==> src/rtl/pi_txn_queue.sv <==
// pi_txn_queue
// Front end between the Raspberry Pi GPIO register interface and the 68000
// bus state machine. The asynchronous Pi strobes are brought into M68K_CLK,
// the four Pi registers are decoded, and complete bus transactions are queued
// in a small circular FIFO. Writes are posted. A read keeps pi_busy high
// until its data returns on done/rdata.
//
// Ports
//   M68K_CLK, M68K_RESET_n   clock, async active-low reset
//   pi_a, pi_wr, pi_rd,      Pi register select, strobes and write data
//   pi_d_in                  (asynchronous to M68K_CLK)
//   pi_d_out, pi_d_oe        Pi read data and its drive enable (combinational)
//   pi_busy                  transaction in progress: FIFO full or read pending
//   ipl_n                    68k interrupt lines, active low
//   reset_req                Pi-requested system reset
//   req_*                    FIFO head presented to the bus state machine
//   req_ack                  pops the head
//   done, rdata              end of the popped cycle, with read data

module pi_txn_queue #(
  parameter int unsigned DEPTH = 2
) (
  input  logic        M68K_CLK,
  input  logic        M68K_RESET_n,
  input  logic [1:0]  pi_a,
  input  logic        pi_wr,
  input  logic        pi_rd,
  input  logic [15:0] pi_d_in,
  output logic [15:0] pi_d_out,
  output logic        pi_d_oe,
  output logic        pi_busy,
  input  logic [2:0]  ipl_n,
  output logic        reset_req,
  output logic        req_valid,
  output logic [22:0] req_addr,
  output logic        req_a0,
  output logic        req_sz,
  output logic        req_rw,
  output logic [15:0] req_wdata,
  input  logic        req_ack,
  input  logic        done,
  input  logic [15:0] rdata
);

  localparam int unsigned PW   = $clog2(DEPTH);
  localparam logic [2:0]  FULL = 3'(DEPTH);

  // Synchronisers
  logic [2:0]  r_wr_s;
  logic        r_wr_pulse;
  logic [1:0]  r_a_s1, r_a_s2;
  logic [15:0] r_d_s1, r_d_s2;

  // Staging registers
  logic [15:0] r_wstage;
  logic [14:0] r_astage;
  logic        r_a0;

  // FIFO storage and control
  logic [22:0] r_mem_addr  [DEPTH];
  logic        r_mem_a0    [DEPTH];
  logic        r_mem_sz    [DEPTH];
  logic        r_mem_rw    [DEPTH];
  logic [15:0] r_mem_wdata [DEPTH];
  logic [PW-1:0] r_wr_ptr, r_rd_ptr;
  logic [2:0]  r_count;

  // Status / return path
  logic        r_ovf;
  logic        r_rd_out;
  logic        r_busy;
  logic        r_reset_req;
  logic [15:0] r_rlatch;
  logic [2:0]  r_samp;
  logic [2:0]  r_ipl;

  logic        w_wr_edge;
  logic        w_push_req;
  logic        w_full;
  logic        w_push;
  logic        w_pop;
  logic [2:0]  w_next_count;
  logic        w_next_rd_out;

  always_comb begin
    w_wr_edge  = r_wr_s[1] & ~r_wr_s[2];
    w_push_req = r_wr_pulse && (r_a_s2 == 2'd2);
    w_full     = (r_count == FULL);
    w_push     = w_push_req & ~w_full;
    w_pop      = req_ack & (r_count != 3'd0);

    w_next_count = r_count;
    if (w_push && !w_pop)      w_next_count = r_count + 3'd1;
    else if (!w_push && w_pop) w_next_count = r_count - 3'd1;

    // A read pushed in the same cycle as an older read's done stays pending.
    w_next_rd_out = r_rd_out;
    if (done && r_rd_out)      w_next_rd_out = 1'b0;
    if (w_push && r_d_s2[9])   w_next_rd_out = 1'b1;
  end

  // Strobe edge is registered once more so register/FIFO updates land three
  // edges after pi_wr is first sampled.
  always_ff @(posedge M68K_CLK or negedge M68K_RESET_n) begin
    if (!M68K_RESET_n) begin
      r_wr_s     <= '0;
      r_wr_pulse <= 1'b0;
      r_a_s1     <= '0;
      r_a_s2     <= '0;
      r_d_s1     <= '0;
      r_d_s2     <= '0;
    end else begin
      r_wr_s     <= {r_wr_s[1:0], pi_wr};
      r_wr_pulse <= w_wr_edge;
      r_a_s1     <= pi_a;
      r_a_s2     <= r_a_s1;
      r_d_s1     <= pi_d_in;
      r_d_s2     <= r_d_s1;
    end
  end

  always_ff @(posedge M68K_CLK or negedge M68K_RESET_n) begin
    if (!M68K_RESET_n) begin
      r_wstage    <= '0;
      r_astage    <= '0;
      r_a0        <= 1'b0;
      r_wr_ptr    <= '0;
      r_rd_ptr    <= '0;
      r_count     <= '0;
      r_ovf       <= 1'b0;
      r_rd_out    <= 1'b0;
      r_busy      <= 1'b0;
      r_reset_req <= 1'b0;
      r_rlatch    <= '0;
      r_samp      <= '0;
      r_ipl       <= '0;
    end else begin
      if (r_wr_pulse) begin
        case (r_a_s2)
          2'd0: r_wstage <= r_d_s2;
          2'd1: begin
            r_astage <= r_d_s2[15:1];
            r_a0     <= r_d_s2[0];
          end
          2'd2: if (w_full) r_ovf <= 1'b1;
          default: begin
            r_reset_req <= ~r_d_s2[1];
            if (r_d_s2[2]) r_ovf <= 1'b0;
          end
        endcase
      end

      if (w_push) r_wr_ptr <= r_wr_ptr + 1'b1;
      if (w_pop)  r_rd_ptr <= r_rd_ptr + 1'b1;
      r_count  <= w_next_count;
      r_rd_out <= w_next_rd_out;
      r_busy   <= (w_next_count == FULL) | w_next_rd_out;

      if (done && r_rd_out) r_rlatch <= rdata;

      r_samp <= ~ipl_n;
      if (r_samp == ~ipl_n) r_ipl <= ~ipl_n;
    end
  end

  // Payload storage carries no reset; req_valid qualifies it.
  always_ff @(posedge M68K_CLK) begin
    if (w_push) begin
      r_mem_addr[r_wr_ptr]  <= {r_d_s2[7:0], r_astage};
      r_mem_a0[r_wr_ptr]    <= r_a0;
      r_mem_sz[r_wr_ptr]    <= r_d_s2[8];
      r_mem_rw[r_wr_ptr]    <= r_d_s2[9];
      r_mem_wdata[r_wr_ptr] <= r_wstage;
    end
  end

  always_comb begin
    req_valid = (r_count != 3'd0);
    req_addr  = r_mem_addr[r_rd_ptr];
    req_a0    = r_mem_a0[r_rd_ptr];
    req_sz    = r_mem_sz[r_rd_ptr];
    req_rw    = r_mem_rw[r_rd_ptr];
    req_wdata = r_mem_wdata[r_rd_ptr];
    pi_busy   = r_busy;
    reset_req = r_reset_req;
  end

  // Pi read path works directly on the raw pads.
  always_comb begin
    pi_d_out = '0;
    pi_d_oe  = 1'b0;
    case (pi_a)
      2'd0: begin
        pi_d_out = r_rlatch;
        pi_d_oe  = pi_rd;
      end
      2'd3: begin
        pi_d_out = {r_ipl, 8'b0, r_ovf, r_rd_out, r_count};
        pi_d_oe  = pi_rd;
      end
      default: ;
    endcase
  end

endmodule

==> config.mk <==
export PLATFORM = sky130hd
export DESIGN_NAME = pi_txn_queue
export DESIGN_NICKNAME = d
export VERILOG_FILES = /design/src/rtl/pi_txn_queue.sv
export SDC_FILE = /design/constraint.sdc
export NUM_CORES = 1
export LEC_CHECK = 0
export ABC_AREA = 0
export BUFFER_PORTS_ARGS = -buffer_cell sky130_fd_sc_hd__buf_2
export CAP_MARGIN = 20
export CORE_MARGIN = 3
export CORE_UTILIZATION = 40
export CTS_CLUSTER_DIAMETER = 30
export DETAILED_ROUTE_END_ITERATION = 16
export GPL_TIMING_DRIVEN = 0
export PLACE_DENSITY_LB_ADDON = 0.08
export SLEW_MARGIN = 40
export SYNTH_ARGS = -nofsm -noshare
export SYNTH_HDL_FRONTEND = slang
export SYNTH_SLANG_ARGS = --single-unit
==> constraint.sdc <==
create_clock -name M68K_CLK -period 6 [get_ports M68K_CLK]
set_clock_uncertainty 0.15 [all_clocks]
set_input_delay 0.9 -clock M68K_CLK [delete_from_list [all_inputs] [get_ports M68K_CLK]]
set_output_delay 0.9 -clock M68K_CLK [all_outputs]
set_load 0.005 [all_outputs]
## Word level (Yosys, flattened, before mapping)

Memories as Yosys holds them, arrays and structs flattened.
Cells that the tools add are included.
Widths: inputs -> output; s select.

- ROM bits: 0
- Flip-flop bits (word level): 103
- Logic and storage cells: 74
- Output and inout port bits: 62
- Input bits: 43
- Memories kept: 5
- Bits in writable memories: 84
- Bits in latches: 0

- $lt $le $gt $ge: 0
- $add $sub $neg: 4
- Shift operators: 0
- Divide/modulo/power cells: 0
- Muxes and demuxes: 11
- Eq/ne operators: 7
- Bitwise gates (word level): 10
- Multiply operators: 0
- Reduce and logical (&&, ||, !) cells: 18

Memories:

| memory | depth | width | rd ports | clocked after Yosys merged registers in | write ports | line | RTL |
|---|---|---|---|---|---|---|---|
| r_mem_addr | 2 | 23 | 1 | 0 | 1 | 60 | `logic [22:0] r_mem_addr [DEPTH];` |
| r_mem_wdata | 2 | 16 | 1 | 0 | 1 | 64 | `logic [15:0] r_mem_wdata [DEPTH];` |
| r_mem_a0 | 2 | 1 | 1 | 0 | 1 | 61 | `logic r_mem_a0 [DEPTH];` |
| r_mem_rw | 2 | 1 | 1 | 0 | 1 | 63 | `logic r_mem_rw [DEPTH];` |
| r_mem_sz | 2 | 1 | 1 | 0 | 1 | 62 | `logic r_mem_sz [DEPTH];` |

Operators with widths:

| cell | count |
|---|---|
| $pmux 16 s2 | 1 |
| $mux 1 | 7 |
| $eq 3x2->1 const B | 2 |
| $mux 3 | 2 |
| $reduce_and 2->1 | 3 |
| $logic_and 1x1->1 | 5 |
| $not 1->1 | 5 |
| $eq 2x2->1 const B | 2 |
| $logic_not 2->1 | 2 |
| $reduce_and 4->1 | 1 |
| $reduce_or 2->1 | 2 |
| $add 3x1->3 const B | 1 |
| $and 1x1->1 | 3 |
| $eq 3x3->1 | 1 |
| $not 3->3 | 1 |
| $reduce_bool 3->1 | 1 |
| $reduce_or 3->1 | 1 |
| $sub 3x1->3 const B | 1 |
| $add 1x1->1 const B | 2 |
| $eq 2x1->1 const B | 1 |
| $logic_not 1->1 | 2 |
| $ne 2x2->1 const B | 1 |
| $pmux 1 s2 | 1 |
| $reduce_bool 2->1 | 1 |
| $or 1x1->1 | 1 |

## Longest topological paths before layout

- Depth in word-level cells: 9
- Gate-level depth with buffers: 7
- Depth with buffers taken out: 7

## Worst setup path after synthesis

OpenSTA, ideal clock, no wires.

- Path kind: register to register
- Start: reg r_count[0]
- End: mem r_mem_a0[0] (enable)
- Cell stages (with the launch flop): 5
- Arrival: 4891 ps
- Path slack: 413 ps
- Buffers on the path: 0
- Clock period less this slack: 5587 ps
- Library setup time: 546 ps
- Required time: 5304 ps
- Cell sequence: dfrtp_1 inv_1 ha_1 nor2b_2 nor4_1

- Cells in the longest elaborated chain, start to end: 5

RTL lines:

| what | line | RTL |
|---|---|---|
| start, declared | 66 | `logic [2:0] r_count;` |
| start signal, assigned | 155 | `r_count <= w_next_count;` |
| $eq 3x2->1 | 88 | `w_full = (r_count == FULL);` |
| $not 1->1 | 89 | `w_push = w_push_req & ~w_full;` |
| $and 1x1->1 | 89 |  |
| $mux 1 | 168 | `if (w_push) begin` |
| $mux 1 (not written as such) | 170 | `r_mem_a0[r_wr_ptr] <= r_a0;` |
| end, declared | 61 |  |

No other way between the ends.

## Worst setup path in the final report

- Start: in pi_a[0]
- End: out pi_d_out[8]

- Cells in the longest elaborated chain, start to end: 2
- Elaborated cells between the ends (all ways): 3
- Classes of those cells: eq/ne (1); mux (1); reduce/logical (1)

RTL lines:

| what | line | RTL |
|---|---|---|
| start, declared | 25 | `input logic [1:0] pi_a,` |
| $eq 2x2->1 / $logic_not 2->1 (equally long branches) | 192 | `case (pi_a)` |
| $pmux 16 s2 * | 192 |  |
| end, declared | 29 | `output logic [15:0] pi_d_out,` |

Every way passes the cells marked *; elsewhere a longest branch is shown, timed or not.

==> results.yml <==
floorplan:
  core-area_um2: 16200
  io_pins: 105
  die_area_um2: 18500
  initial_core_util: 0.416
  die_h_um: 136
  row_count: 46
  die_w_um: 136
detailed_routing:
  viasPerCell: 4.66
  totalWireLength_um: 11800
  first_pass_iters: 4
  vias: 3454
  drt_first_iter_violations: 144
  ant_nets: 0
  post-route-drc-count: 0
  wl_per_cell_um: 16.0
sta:
  tightestPinTransition_ns: 0.833
  setup_viol: 0
  period_minus_slack_ns: 3.33
  slew_viol_final: 0
  fmax_ghz: 0.300
  fin_crit_sh: 0.555
  tns_ns: 0
  max_slew_margin: 0.444
  holdWs_ns: 0.191
  rsz0062_at_grt: "no"
  hold_viol: 0
clocking:
  post_cts_buffers: 0
  clock_latency_ns: 0.42
  cts_buffers: 17
  cts_num_sinks: 187
  clk_pin_slew_ns: 0.06
  clk_path_buf_depth: 2
  postCtsHoldBufs: 0
  cts_tree: "yes"
  root_buffer: "clkbuf_16"
  postCtsResizedCells: 0
  cts_max_level: 4
place:
  place_hpwl_um: 8060
  portBuffers: 104
  dpl.cell_count: 708
  placed_area_um2: 7670
  gp_congestion: 0.711
final_layout:
  fin_cells: 741
  area.growth.synth_to_final_pct: 22.4
  final_nets: 561
  diodes: 0
  layout-drive-gt1-share: 0.476
  postLayoutCellArea_um2: 8270
synthesis:
  yosysMostFrequentCell: "dfrtp_1"
  async_flop_share: 0.551
  synthesis.area_um2: 6760
  synth_ff_type: "dfrtp_1"
  syn_nets: 424
  yosys-top-cells-area: "dfrtp_1 38%, edfxtp_1 37%, mux2_2 15%"
  synth_common_cells: "103 x dfrtp_1, 92 x mux2_2, 84 x edfxtp_1"
  synthDistinctLibCells: 33
  yosysTopAreaCellShare: 0.381
  ys_seq_area_frac: 0.755
  yosysTopAreaCell: "dfrtp_1"
  yosysWarnings: 0
  synth_area_per_cell_um2: 18.0
  synth-seq-cells: 187
  syn_inst: 375
  synth_edf_count: 84
grt:
  grt_max_degree: 68
  antenna_found_initial: 0
  grt_pass1_vias: 3624
  grt_pass1_wl_um: 19100
  grt_usage: 0.137
  grt-ovfl-total: 0
worst_setup_path:
  r2r_start: "r_count[0]"
  crit_arrival_ns: 2.28
  end_kind: "output port"
  critPathLaunchType: "input pin"
  critPathMaxFanout: 10
  crit_start: "pi_a[0]"
  worstPathRequired_ns: 4.95
  path_class: "input pin to output port"
worst_hold_path:
  hold_class: "input pin to asynchronous set/reset pin"
power_and_ir_drop:
  power.switching_w: 0.000816
  p_seq_frac: 0.490
  p_int_w: 0.00250
  p_sw_frac: 0.246
  comb_power_share: 0.181
  power.density_nw_per_um2: 400
  pwr-share-clk: 0.329
  p_leak_nw: 3.44
  peakVddDrop_uv: 216
run:
  drv_cap: 0
outcome:
  run_status: "complete, no violations"
==> placed cells by master, fill, tap and decap left out, drive strengths merged, types with 2 or more instances in the layout <==
cell type / Yosys / layout
bufinv: 0 / 2
inv: 8 / 10
clkinv: 0 / 6
maj3: 2 / 2
nor4: 2 / 2
and2: 9 / 9
buf: 4 / 122
o21ai: 5 / 5
xor2: 3 / 3
ha: 6 / 6
nor2: 9 / 9
nand2: 8 / 8
nand3: 3 / 3
nor2b: 4 / 4
clkbuf: 8 / 29
dfrtp: 103 / 103
mux2: 92 / 92
xnor2: 5 / 5
a22oi: 8 / 8
edfxtp: 84 / 84
==> worst max-delay path, stage by stage <==
cell	delay [ns]
buf_2	0.10
inv_1	0.04
ha_1	0.27
clkbuf_1	0.23
nor2b_1	0.43
and2_1	0.20
buf_2	0.11
==> sequential cells by signal (all words and copies together) (netlist names), 3 cells and up <==
signal       cells
r_rlatch        16
r_ipl            3
r_astage        15
r_mem_wdata     32
r_wr_s           3
r_count          3
r_d_s1          16
r_mem_addr      46
r_samp           3
r_wstage        16
r_d_s2          16
==> layout make-up <==
class | instances | area, um^2
inverter | 8 | 30.0
clock buffer | 21 | 470
tap | 216 | 270
buffer | 12 | 52.6
multi-input combinational | 168 | 1580
timing repair buffer | 118 | 649
sequential | 187 | 5100
clock inverter | 11 | 116
fill | 1446 | 7960
==> power groups by stage <==
stage               registers, W  clock network [W]  logic, W
floorplan                0.00162                  0  0.000385
global placement         0.00164                  0  0.000589
detailed placement       0.00165                  0  0.000607
CTS                      0.00162            0.00113  0.000612
global route             0.00164            0.00118  0.000665
finish                   0.00162            0.00109  0.000600
==> per-stage QoR <==
stage           util  worst slack, ns  total power (W)
2_1_floorplan      -            0.413          0.00200
3_3_place_gp   0.465            -2.44          0.00223
3_5_place_dp   0.473             2.67          0.00225
4_1_cts        0.509             2.62          0.00336
5_1_grt        0.510             2.51          0.00349
6_report       0.510             2.67          0.00331
==> layer usage <==
metal / vias to the layer above / share of wire / GRT usage
met5: - / 0 / 0
li1: 1638 / - / -
met3: 13 / 0.054 / 0.0403
met4: 0 / 0.013 / 0.0504
met1: 1715 / 0.43 / 0.173
met2: 88 / 0.50 / 0.227
==> kinds of logic after synthesis <==
| family | count (synthesis) | synth area share |
|---|---|---|
| compound gates | 20 | 0.0204 |
| xor+xnor | 8 | 0.0104 |
| fa+ha+maj | 8 | 0.0141 |
| buf+inv | 20 | 0.0122 |
| flops | 187 | 0.755 |
| mux | 92 | 0.153 |
| simple gates | 40 | 0.0350 |
==> final timing paths <==
| path | depth (start not counted) | endpoint | slack (ns) |
|---|---|---|---|
| max | 7 | pi_d_out[8] | 2.67 |
| min | 1 | r_rlatch[7] | 0.19 |
| max reg2reg | 8 | r_mem_wdata[0][7] | 3.44 |
| min reg2reg | 0 | r_a_s2[0] | 0.20 |
| max in group asynchronous | 2 | r_d_s1[9] | 4.87 |
| min in group M68K_CLK | 0 | r_a_s2[0] | 0.20 |
Power figures use the tool's default switching activity.
